### config.mk
export PLATFORM = sky130hd
export DESIGN_NAME = vend_credit_controller
export DESIGN_NICKNAME = d
export VERILOG_FILES = /design/src/rtl/vend_pkg.sv /design/src/rtl/vend_coin_decode.sv /design/src/rtl/vend_credit_controller.sv
export SDC_FILE = /design/constraint.sdc
export NUM_CORES = 1
export LEC_CHECK = 0
export CORE_MARGIN = 4
export CORE_UTILIZATION = 30
export CTS_CLUSTER_SIZE = 40
export DETAILED_ROUTE_END_ITERATION = 7
export MAX_ROUTING_LAYER = met4
export SETUP_SLACK_MARGIN = 0.1
export SLEW_MARGIN = 5
export SYNTH_ARGS = -nofsm -noshare
export SYNTH_HDL_FRONTEND = slang
export SYNTH_SLANG_ARGS = --single-unit
export TNS_END_PERCENT = 5
### constraint.sdc
create_clock -name clk -period 6.4 [get_ports clk]
set_clock_uncertainty 0.1 [all_clocks]
set_input_delay 1.28 -clock clk [delete_from_list [all_inputs] [get_ports clk]]
set_output_delay 1.28 -clock clk [all_outputs]
set_load 0.02 [all_outputs]
### src/rtl/vend_pkg.sv
// Shared types and coin values for the vending credit controller.
package vend_pkg;

  typedef enum logic [1:0] {
    IDLE   = 2'd0,
    VEND   = 2'd1,
    CHANGE = 2'd2
  } state_t;

  // Coin values in nickel units.
  localparam int          UNITS_W   = 3;
  localparam logic [2:0]  NICKEL_U  = 3'd1;
  localparam logic [2:0]  DIME_U    = 3'd2;
  localparam logic [2:0]  QUARTER_U = 3'd5;

endpackage

### src/rtl/vend_coin_decode.sv
// Combinational coin-pulse decoder: classifies the N/D/Q pulses and
// returns the coin value when exactly one line is high.
module vend_coin_decode
  import vend_pkg::*;
(
  input  logic               N,
  input  logic               D,
  input  logic               Q,
  output logic               valid,
  output logic               multi_hot,
  output logic [UNITS_W-1:0] units
);

  // Map a single active coin line to its value; anything else is worth nothing.
  always_comb begin
    multi_hot = (N & D) | (N & Q) | (D & Q);
    case ({N, D, Q})
      3'b100: begin
        valid = 1'b1;
        units = NICKEL_U;
      end
      3'b010: begin
        valid = 1'b1;
        units = DIME_U;
      end
      3'b001: begin
        valid = 1'b1;
        units = QUARTER_U;
      end
      default: begin
        valid = 1'b0;
        units = 3'd0;
      end
    endcase
  end

endmodule

### src/rtl/vend_credit_controller.sv
// Vending transaction sequencer: accumulates coin credit, runs the
// dispenser req/ack handshake with a timeout, and pays change one coin
// at a time from the dime and nickel tubes.
module vend_credit_controller
  import vend_pkg::*;
#(
  parameter int PRICE        = 25,
  parameter int VEND_TIMEOUT = 255,
  parameter int CREDIT_W     = 4
) (
  input  logic                clk,
  input  logic                reset,
  input  logic                N,
  input  logic                D,
  input  logic                Q,
  input  logic                vend_ack,
  input  logic                coin_ack,
  input  logic                nickel_empty,
  input  logic                dime_empty,
  output logic                vend_req,
  output logic                eject_nickel,
  output logic                eject_dime,
  output logic                coin_reject,
  output logic                vend_fail,
  output logic                change_err,
  output logic                busy,
  output logic [CREDIT_W-1:0] credit
);

  localparam int                  PRICE_U  = PRICE / 5;
  localparam int                  CNT_W    = $clog2(VEND_TIMEOUT + 1);
  localparam logic [CREDIT_W-1:0] PRICE_C  = CREDIT_W'(PRICE_U);
  localparam logic [CREDIT_W:0]   PRICE_W  = (CREDIT_W + 1)'(PRICE_U);
  localparam logic [CREDIT_W-1:0] ONE_C    = CREDIT_W'(1);
  localparam logic [CREDIT_W-1:0] TWO_C    = CREDIT_W'(2);
  localparam logic [CREDIT_W-1:0] ZERO_C   = CREDIT_W'(0);
  localparam logic [CNT_W-1:0]    CNT_LAST = CNT_W'(VEND_TIMEOUT - 1);
  localparam logic [CNT_W-1:0]    CNT_ONE  = CNT_W'(1);

  state_t                state_q, state_d;
  logic [CREDIT_W-1:0]   credit_q, credit_d;
  logic [CNT_W-1:0]      cnt_q, cnt_d;
  logic                  vend_req_q, vend_req_d;
  logic                  eject_nickel_q, eject_nickel_d;
  logic                  eject_dime_q, eject_dime_d;
  logic                  coin_reject_q, coin_reject_d;
  logic                  vend_fail_q, vend_fail_d;
  logic                  change_err_q, change_err_d;
  logic                  busy_q, busy_d;

  logic                  coin_valid_s;
  logic                  coin_multi_s;
  logic [UNITS_W-1:0]    coin_units_s;
  logic [CREDIT_W:0]     sum_s;
  logic [CREDIT_W:0]     after_vend_s;

  vend_coin_decode u_decode (
    .N         (N),
    .D         (D),
    .Q         (Q),
    .valid     (coin_valid_s),
    .multi_hot (coin_multi_s),
    .units     (coin_units_s)
  );

  // Credit after the incoming coin, one bit wider so the price test cannot wrap.
  always_comb begin
    sum_s        = {1'b0, credit_q} + (CREDIT_W + 1)'(coin_units_s);
    after_vend_s = sum_s - PRICE_W;
  end

  // Next-state and next-output decode for the whole transaction.
  always_comb begin
    state_d        = state_q;
    credit_d       = credit_q;
    cnt_d          = cnt_q;
    vend_req_d     = vend_req_q;
    eject_nickel_d = eject_nickel_q;
    eject_dime_d   = eject_dime_q;
    change_err_d   = change_err_q;
    vend_fail_d    = 1'b0;
    // Coins are only accepted while idle; anything else goes to the chute.
    coin_reject_d  = coin_multi_s | (coin_valid_s & (state_q != IDLE));

    case (state_q)
      IDLE: begin
        if (coin_valid_s) begin
          change_err_d = 1'b0;
          if (sum_s >= PRICE_W) begin
            credit_d   = after_vend_s[CREDIT_W-1:0];
            vend_req_d = 1'b1;
            cnt_d      = '0;
            state_d    = VEND;
          end else begin
            credit_d = sum_s[CREDIT_W-1:0];
          end
        end else begin
          credit_d = credit_q;
        end
      end

      VEND: begin
        // An ack in the timeout cycle still counts as a successful vend.
        if (vend_ack) begin
          vend_req_d = 1'b0;
          state_d    = (credit_q != ZERO_C) ? CHANGE : IDLE;
        end else if (cnt_q == CNT_LAST) begin
          vend_req_d  = 1'b0;
          vend_fail_d = 1'b1;
          credit_d    = credit_q + PRICE_C;
          state_d     = CHANGE;
        end else begin
          cnt_d = cnt_q + CNT_ONE;
        end
      end

      CHANGE: begin
        // A raised eject is held unchanged until its coin_ack; the low cycle
        // after each ack gives the one-cycle gap between coins.
        if (eject_dime_q) begin
          if (coin_ack) begin
            eject_dime_d = 1'b0;
            credit_d     = credit_q - TWO_C;
            state_d      = (credit_q == TWO_C) ? IDLE : CHANGE;
          end else begin
            eject_dime_d = 1'b1;
          end
        end else if (eject_nickel_q) begin
          if (coin_ack) begin
            eject_nickel_d = 1'b0;
            credit_d       = credit_q - ONE_C;
            state_d        = (credit_q == ONE_C) ? IDLE : CHANGE;
          end else begin
            eject_nickel_d = 1'b1;
          end
        end else if (credit_q == ZERO_C) begin
          state_d = IDLE;
        end else if ((credit_q >= TWO_C) && !dime_empty) begin
          eject_dime_d = 1'b1;
        end else if (!nickel_empty) begin
          eject_nickel_d = 1'b1;
        end else begin
          // Owed credit stays on the display and can be spent on the next item.
          change_err_d = 1'b1;
          state_d      = IDLE;
        end
      end

      default: begin
        state_d        = IDLE;
        vend_req_d     = 1'b0;
        eject_nickel_d = 1'b0;
        eject_dime_d   = 1'b0;
      end
    endcase

    busy_d = (state_d != IDLE);
  end

  // State and registered outputs; reset abandons any transaction in progress.
  always_ff @(posedge clk or posedge reset) begin
    if (reset) begin
      state_q        <= IDLE;
      credit_q       <= '0;
      cnt_q          <= '0;
      vend_req_q     <= 1'b0;
      eject_nickel_q <= 1'b0;
      eject_dime_q   <= 1'b0;
      coin_reject_q  <= 1'b0;
      vend_fail_q    <= 1'b0;
      change_err_q   <= 1'b0;
      busy_q         <= 1'b0;
    end else begin
      state_q        <= state_d;
      credit_q       <= credit_d;
      cnt_q          <= cnt_d;
      vend_req_q     <= vend_req_d;
      eject_nickel_q <= eject_nickel_d;
      eject_dime_q   <= eject_dime_d;
      coin_reject_q  <= coin_reject_d;
      vend_fail_q    <= vend_fail_d;
      change_err_q   <= change_err_d;
      busy_q         <= busy_d;
    end
  end

  assign vend_req     = vend_req_q;
  assign eject_nickel = eject_nickel_q;
  assign eject_dime   = eject_dime_q;
  assign coin_reject  = coin_reject_q;
  assign vend_fail    = vend_fail_q;
  assign change_err   = change_err_q;
  assign busy         = busy_q;
  assign credit       = credit_q;

endmodule
==> out/metrics.cfg, run 1 <==
[worst_setup_path]
startpoint_type=primary input
critPathRequiredTime_ns=6.45
worstPathMaxFanout=13
arrival_ns=4.83
end_kind=register
path_class=in -> reg

[cts]
postCtsHoldBufs=0
cts-root-buf=clkbuf_8
numCtsBuffers=3
ctsResizeCount=0
cts_setup_buffers=0
clk_latency_ns=0.26
htreeDepth=1
cts_tree=yes
clk_pin_slew_ns=0.08
clock_path_buffers=2
cts_sinks=21

[logic_synthesis]
netlist_area_um2=1890
synthArstFlopShare=1.00
ys_warn_count=0
synth-edff-count=0
synth_top_family_by_area=compound AO/OA/AOI/OAI gates
ys.flop_type=dfrtp_1
yosysSeqAreaShare=0.278
yosys.area_share.xor_xnor=0.0232
syn_avg_cell_area_um2=8.79
synth_cell_type_count=59
synthCells=215
synth-simple-area-share=0.179
muxShareOfSynthArea=0.0404
syn-num-nets=244
yosys_register_bits=21
synth-adder-area-share=0.142
synth_compound_area_frac=0.285

[sta]
final.min_clock_period_ns=4.77
rsz0062_at_grt=no
worst_slew_pin_slew_ns=0.844
whs_ns=0.466
setup_viol=0
fmax_mhz=209
slew_violations=0
finalHoldViolations=0
maxSlewHeadroom=0.437
setup_tns_ns=0
min_period_over_period=0.746

[pwr]
peakVddDrop_uv=184
power_density_nw_per_um2=455
leakagePower_nw=0.906

[floorplanning]
start_util=0.314
die_height_um=87.4
die_area_um2=7630
io_pins=20
core_um2=6030
die_w_um=87.4
rows=28

[global_route]
first_global_vias=1716
globalRouteOverflowTotal=0
grt_pass1_wl_um=8170
grt_antenna_before_repair=0
grt_max_degree=22
grtUsageTotal=0.136

[layout]
final_area_um2=2180
drive_above_1_share=0.0563
final_nets=261
area_delta_synth_final_pct=15.5
antenna_cells=0

[route]
routed_via_density=5.57
wirelength_um=4780
wl_per_cell_um=15.6
drt_first_pass_iters=4
antenna_left=0
via_count=1704
drc=0
drt_first_iter_violations=110

[placed_design]
place.gp.congestion=0.859
placed_area_um2=2140
dpl.hpwl_um=3560
io_buffers=19

[status]
status=finished, final reports clean

[flow_run]
maxCapViolations=0

[worst_hold_path]
hold_class=reg -> reg

==> cell type report <==
cell class,instances,area [µm²]
Sequential cell,21,526
Inverter,16,60.1
Tap cell,75,93.8
Clock inverter,1,5.00
Timing Repair Buffer,19,190
Fill cell,623,3840
Clock buffer,3,41.3
Multi-Input combinational cell,171,1270
==> power breakdown <==
group / internal [mW] / switching [mW]
clock: 0.0434 / 0.0476
sequential: 0.171 / 0.0740
combinational: 0.270 / 0.385
total: 0.485 / 0.507
==> final timing paths <==
path	from	endpoint	slack, ns	cells past startpoint
setup / recovery	Q	credit[0]	1.63	12
hold / removal	vend_req	vend_req	0.47	1
setup reg to reg	credit[0]	credit[0]	2.95	9
hold reg to reg	vend_req	vend_req	0.47	1
max in group asynchronous	reset	vend_req	4.30	2
min in group asynchronous	reset	cnt_q[3]	1.38	2
==> cells in the final DEF, fill, tap and decap left out, types with 2 or more instances in the layout <==
cell              n
o21ai_0          17
nand2_1          10
a21boi_0          2
o211ai_1          6
a21oi_1          11
o32a_1            2
a31oi_1           6
a22o_1            2
ha_1             19
clkdlybuf4s50_1  19
a21o_1            2
nor3_1            6
and4_1            2
o21ai_1           4
nor4_1            2
xnor2_1           4
o21bai_1          4
a41oi_1           4
and3_1            5
nand2b_1          3
clkbuf_8          3
inv_1            16
or4_1             2
nand3_1           4
nand4_1           2
or3_1             5
o41ai_1           2
dfrtp_1          21
nor2_1           13
mux2i_1           5
==> cell usage after synthesis (all sizes together), types with 3 or more instances <==
| master | n | area, µm² |
|---|---|---|
| dfrtp | 21 | 526 |
| o21ai | 21 | 105 |
| ha | 19 | 238 |
| inv | 16 | 60.1 |
| nor2 | 13 | 48.8 |
| a21oi | 11 | 55.1 |
| nand2 | 10 | 37.5 |
| o211ai | 7 | 57.6 |
| a31oi | 6 | 37.5 |
| nor3 | 6 | 30.0 |
| and3 | 5 | 31.3 |
| mux2i | 5 | 50.1 |
| nand3 | 5 | 30.0 |
| or3 | 5 | 31.3 |
| a41oi | 4 | 35.0 |
| clkbuf | 4 | 15.0 |
| o21bai | 4 | 30.0 |
| xnor2 | 4 | 35.0 |
| a211oi | 3 | 40.0 |
| buf | 3 | 22.5 |
| nand2b | 3 | 18.8 |
==> logic make-up after synthesis <==
group,Yosys count
buf+inv,23
xor+xnor,5
fa+ha+maj,21
simple gates,62
compound gates,76
mux,7
flops,21
==> worst max-delay path, cell delays in order <==
cell             delay (ns)
clkdlybuf4s50_1        0.48
xnor2_1                0.30
nor2_1                 0.10
ha_1                   0.22
fa_1                   0.53
inv_1                  0.07
ha_1                   0.21
mux2_4                 0.27
a221o_1                0.38
a211oi_4               0.54
nor3_1                 0.09
o32a_1                 0.36
==> sequential cells by signal, indices dropped and copies added, names as in the netlist <==
| register | cells |
|---|---|
| vend_req | 1 |
| state_q | 2 |
| coin_reject | 1 |
| cnt_q | 8 |
| vend_fail | 1 |
| credit | 4 |
| eject_nickel | 1 |
| busy | 1 |
| change_err | 1 |
| eject_dime | 1 |
==> stage by stage <==
step	setup WS, ns	total power [mW]	utilization	cells
final	1.63	0.992	0.362	306
after CTS	1.64	0.994	0.362	306
after global placement	1.46	0.894	0.354	302
after detailed placement	1.34	0.901	0.354	302
after global routing	1.41	1.08	0.362	306
after floorplan	2.28	0.730	-	215
==> metal layers <==
layer	GRT usage	vias up	share of wire	wire, µm
li1	-	849	-	-
met1	0.188	815	0.50	2410
met2	0.206	36	0.45	2170
met3	0.0142	4	0.033	159
met4	0.0432	0	0.0090	43
met5	-	-	0	0
Power figures use the tool's default switching activity.
==> run 2, diff against run 1 <==
Clock period 6.4 ns to 3.9 ns, I/O delays scaled along.
==> run 2 against run 1 <==
Count of clock-buffer cells in the layout unchanged. Setup slack worse by 1.4 ns. Via count up 2.5%. Critical endpoint is now credit[1]. Largest cell class unchanged.
==> out/metrics.cfg, run 2 (synthesis results as in run 1) <==
[status]
status=finished, final reports clean  ; unchanged

[route]
drt_first_iter_violations=143  ; was 110
routed_via_density=5.42  ; was 5.57
via_count=1746  ; was 1704
wl_per_cell_um=15.3  ; was 15.6 µm
antenna_left=0  ; unchanged
wirelength_um=4930  ; was 4780 µm
drt_first_pass_iters=4  ; unchanged
drc=0  ; unchanged

[sta]
worst_slew_pin_slew_ns=0.816  ; was 0.844 ns
min_period_over_period=0.935
whs_ns=0.445  ; was 0.466 ns
finalHoldViolations=0  ; unchanged
setup_tns_ns=0  ; unchanged
rsz0062_at_grt=yes  ; was no
setup_viol=0  ; unchanged
final.min_clock_period_ns=3.65
fmax_mhz=274
slew_violations=0  ; unchanged
maxSlewHeadroom=0.455  ; was 0.437

[worst_setup_path]
startpoint_type=primary input  ; unchanged
end_kind=register  ; unchanged
path_class=in -> reg  ; unchanged
arrival_ns=3.70  ; was 4.83 ns
critPathRequiredTime_ns=3.95  ; was 6.45 ns
worstPathMaxFanout=5  ; was 13

[placed_design]
place.gp.congestion=0.903  ; was 0.859
dpl.hpwl_um=3670  ; was 3560 µm
io_buffers=19  ; unchanged
placed_area_um2=2230  ; was 2140 µm²
placedCellCount=315  ; was 302

[pwr]
pwr-share-clk=0.090  ; was 0.092
peakVddDrop_uv=331  ; was 184 µV
pwr-share-seq=0.234  ; was 0.247
switching_share=0.494  ; was 0.511
p_int_uw=880  ; was 485 µW
power.switching_uw=857  ; was 507 µW
finalPower_mw=1.74  ; was 992 µW
pwr-share-comb=0.676  ; was 0.661
power_density_nw_per_um2=748  ; was 455 nW/µm²
leakagePower_nw=0.994  ; was 0.906 nW

[global_route]
grt_max_degree=22  ; unchanged
grt_antenna_before_repair=0  ; unchanged
grt_pass1_wl_um=8200  ; was 8170 µm
grtUsageTotal=0.138  ; was 0.136
first_global_vias=1717  ; was 1716
globalRouteOverflowTotal=0  ; unchanged

[cts]
clk_pin_slew_ns=0.09  ; was 0.08 ns
clk_latency_ns=0.27  ; was 0.26 ns
numCtsBuffers=3  ; unchanged
cts-root-buf=clkbuf_8  ; unchanged
postCtsHoldBufs=0  ; unchanged
clock_path_buffers=2  ; unchanged
htreeDepth=1  ; unchanged
cts_tree=yes  ; unchanged
cts_sinks=21  ; unchanged

[floorplanning]
die_height_um=87.4  ; unchanged
die_area_um2=7630  ; unchanged
io_pins=20  ; unchanged
core_um2=6030  ; unchanged
rows=28  ; unchanged
die_w_um=87.4  ; unchanged
start_util=0.314  ; unchanged

[layout]
final_cell_mix=21 x dfrtp_1, 17 x o21ai_0, 17 x ha_1, 16 x inv_1, 16 x clkdlybuf4s50_1  ; was 21 x dfrtp_1, 19 x ha_1, 19 x clkdlybuf4s50_1, 17 x o21ai_0, 16 x inv_1
area_delta_synth_final_pct=22.8  ; was 15.5%
final_area_um2=2320  ; was 2180 µm²
final_common_cell=dfrtp_1  ; unchanged
largest_register_ff_count=8  ; unchanged
regMostFlops=cnt_q  ; unchanged
instances_no_fill=322  ; was 306
fill_cells=642  ; was 623
final_nets=277  ; was 261
drive_above_1_share=0.134  ; was 0.0563
antenna_cells=0  ; unchanged

[flow_run]
maxCapViolations=0  ; unchanged

[worst_hold_path]
hold_class=reg -> reg  ; unchanged

run 2: layer usage:
metal  share of wire  global-route usage  up-vias
met2            0.45               0.214       38
met1            0.49               0.184      814
met4           0.014              0.0460        0
met5               0                   -        -
met3           0.044              0.0218        6
li1                -                   -      888
run 2: critical path: stages:
cell	delay [ns]
dlygate4sd2_1	0.27
xnor2_2	0.20
nor2_2	0.06
ha_2	0.18
fa_1	0.53
inv_1	0.07
ha_2	0.18
mux2_4	0.27
a221o_1	0.38
a211oi_4	0.33
buf_4	0.17
mux2i_1	0.21
o31ai_2	0.07
run 2: final cells by class:
cell class                      count  area, µm²  area share
Clock inverter                      1       7.51     0.00323
Multi-Input combinational cell    171       1280       0.552
Sequential cell                    21        526       0.226
Clock buffer                        3       41.3      0.0178
Inverter                           16       60.1      0.0259
Timing Repair Buffer               35        312       0.134
Tap cell                           75       93.8      0.0404
run 2: timing repair:
item                       in CTS  in global routing
resized for setup               4                  4
cloned                          0                  1
buffers inserted                0                  2
pin swaps                       3                  6
setup endpoints to repair       9                 12
run 2: metrics by stage:
| stage | setup slack (ns) | utilization |
|---|---|---|
| after floorplan | 0.279 | - |
| after global placement | -0.133 | 0.371 |
| after detailed placement | -0.282 | 0.371 |
| after CTS | 0.238 | 0.380 |
| after global routing | 0.0899 | 0.385 |
| final | 0.253 | 0.385 |
run 2: power groups by stage:
stage	clock (mW)	sequential, mW	combinational, mW
after floorplan	0	0.398	0.800
after CTS	0.161	0.405	1.15
after global placement	0	0.406	1.13
final	0.156	0.406	1.17
after detailed placement	0	0.409	1.13
after global routing	0.165	0.422	1.31
run 2: path summary, 6_finish.rpt:
kind                              to      start  slack, ns  cells past startpoint
max reg2reg                credit[1]  credit[0]       0.71                     10
min in group asynchronous  vend_fail      reset       0.85                      2
min reg2reg                 vend_req   vend_req       0.44                      1
min                         vend_req   vend_req       0.44                      1
max                        credit[1]          Q       0.25                     13
max in group asynchronous  credit[2]      reset       2.34                      2
==> run 3, diff against run 2 <==
Settings changed: CELL_PAD_IN_SITES_DETAIL_PLACEMENT from default to 0, CELL_PAD_IN_SITES_GLOBAL_PLACEMENT from default to 1, CORE_ASPECT_RATIO from default to 1.75, PLACE_DENSITY_LB_ADDON from default to 0.1.
==> run 3 against run 2 <==
Fmax decreased by 1.0%. Hold slack improved by 0.015 ns. Routed wire length increased by 16%. Power increased by 8.7%. Flip-flop and latch count unchanged. Global-route usage increased by 2.4 points. Count of clock-buffer cells in the layout unchanged. Die area increased by 0.65%. Sequential share of layout area decreased by 0.61 points. Design area increased by 2.7%. Critical path type unchanged. Largest cell class unchanged. Largest power group unchanged. Highest routed layer unchanged.
==> out/metrics.cfg, run 3 (synthesis results as in run 1) <==
[cts]
cts-root-buf=clkbuf_8  ; unchanged
clock_path_buffers=2  ; unchanged
postCtsHoldBufs=0  ; unchanged
clk_latency_ns=0.26  ; was 0.27 ns
htreeDepth=1  ; unchanged
clk_pin_slew_ns=0.09  ; about the same
cts_sinks=21  ; unchanged
numCtsBuffers=3  ; unchanged
cts_tree=yes  ; unchanged

[sta]
worst_slew_pin_slew_ns=0.913  ; was 0.816 ns
min_period_over_period=0.945  ; was 0.935
setup_slack_ns=0.215  ; was 0.253 ns
finalHoldViolations=0  ; unchanged
slew_violations=0  ; unchanged
rsz0062_at_grt=no  ; was yes
setup_viol=0  ; unchanged
maxSlewHeadroom=0.391  ; was 0.455
final.min_clock_period_ns=3.68  ; was 3.65 ns
setup_tns_ns=0  ; unchanged
fmax_mhz=271  ; was 274 MHz

[pwr]
peakVddDrop_uv=426  ; was 331 µV
finalPower_mw=1.89  ; was 1.74 mW
leakagePower_nw=1.02  ; was 0.994 nW
power_density_nw_per_um2=792  ; was 748 nW/µm²

[global_route]
grt_antenna_before_repair=0  ; unchanged
first_global_vias=1950  ; was 1717
grtUsageTotal=0.163  ; was 0.138
grt_pass1_wl_um=9310  ; was 8200 µm
globalRouteOverflowTotal=0  ; unchanged
grt_max_degree=22  ; unchanged

[floorplanning]
rows=38  ; was 28
die_w_um=68.0  ; was 87.4 µm
die_area_um2=7680  ; was 7630 µm²
die_height_um=113  ; was 87.4 µm
io_pins=20  ; unchanged
core_um2=6180  ; was 6030 µm²
start_util=0.306  ; was 0.314

[route]
wl_per_cell_um=17.1  ; was 15.3 µm
routed_via_density=5.41  ; was 5.42
drt_first_pass_iters=4  ; unchanged
via_count=1803  ; was 1746
antenna_left=0  ; unchanged
drt_first_iter_violations=87  ; was 143
drc=0  ; unchanged
wirelength_um=5690  ; was 4930 µm

[worst_setup_path]
worstPathMaxFanout=4  ; was 5
end_kind=register  ; unchanged
critPathLaunch=D  ; was Q
path_class=in -> reg  ; unchanged
arrival_ns=3.73  ; was 3.70 ns
critPathRequiredTime_ns=3.94  ; was 3.95 ns
startpoint_type=primary input  ; unchanged
r2r-start=credit[0]  ; unchanged

[placed_design]
io_buffers=19  ; unchanged
place.gp.congestion=0.862  ; was 0.903
dpl.hpwl_um=4450  ; was 3670 µm
post-place-ws_ns=-0.280  ; was -0.282 ns
placed_area_um2=2290  ; was 2230 µm²

[layout]
largest_register_ff_count=8  ; unchanged
final_area_um2=2380  ; was 2320 µm²
fin_util=0.386  ; was 0.385
final_cell_mix=21 x dfrtp_1, 19 x buf_4, 18 x ha_1, 17 x o21ai_0, 17 x clkdlybuf4s50_1  ; was 21 x dfrtp_1, 17 x o21ai_0, 17 x ha_1, 16 x inv_1, 16 x clkdlybuf4s50_1
drive_above_1_share=0.146  ; was 0.134
antenna_cells=0  ; unchanged
final_common_cell=dfrtp_1  ; unchanged
regMostFlops=cnt_q  ; unchanged
area_delta_synth_final_pct=26.2  ; was 22.8%
final_nets=283  ; was 277

[worst_hold_path]
min_from=vend_req  ; unchanged
hold_class=reg -> reg  ; unchanged

[status]
status=finished, final reports clean  ; unchanged

[flow_run]
maxCapViolations=0  ; unchanged

run 3: cell types whose count changed in the layout (fill, tap and decap cells not counted), sizes merged:
cell           previous run  this run
clkinv                    0         1
buf                      16        22
clkinvlp                  1         0
dlymetal6s2s              1         0
clkdlybuf4s50            16        17
run 3: metal layers:
layer / routed length [µm] / global-route usage
met1: 2170 / 0.171
met2: 3340 / 0.309
met3: 83 / 0.00993
met4: 91 / 0.0491
met5: 0 / -
run 3: power breakdown:
part,internal [mW],switching [mW],leakage (nW)
Clock,0.0712,0.0768,0.0255
Combinational,0.630,0.725,0.717
Sequential,0.282,0.104,0.277
Total,0.983,0.905,1.02
run 3: path summary, 6_finish.rpt:
path | cells past startpoint | slack, ns | to
worst min-delay path | 1 | 0.46 | vend_req
worst min register to register | 1 | 0.46 | vend_req
max in group asynchronous | 2 | 2.22 | change_err
worst max-delay path | 12 | 0.22 | credit[1]
worst max register to register | 10 | 0.87 | credit[1]
min in group asynchronous | 2 | 0.91 | coin_reject
run 3: what timing repair did:
item                                    in CTS  in global routing
gates cloned                                 1                  0
endpoints found under the hold margin        0                  0
endpoints found under the setup margin      10                  2
pin swaps                                    5                  2
setup buffers                                2                  1
resized for setup                            7                  2
run 3: final cells by class:
type	count	area, µm²
timing repair buffer	41	373
tap	80	100
clock buffer	3	41.3
sequential	21	526
inverter	16	60.1
fill	665	3800
multi-input combinational	171	1280
clock inverter	1	5.00
run 3: per-stage QoR:
step	hold slack (ns)	std cells
2_1_floorplan	0.407	215
4_1_cts	0.440	332
6_report	0.459	333
5_1_grt	0.481	333
3_3_place_gp	0.426	325
3_5_place_dp	0.419	325
run 3: critical path, stage by stage:
cell and delay [ns]:
clkdlybuf4s50_1 0.50, nor2_1 0.08, ha_2 0.19, fa_1 0.50, inv_1 0.06, ha_1 0.20, mux2_4 0.27, a221o_1 0.34
a211oi_4 0.32, buf_4 0.18, mux2i_2 0.22, o31ai_2 0.08
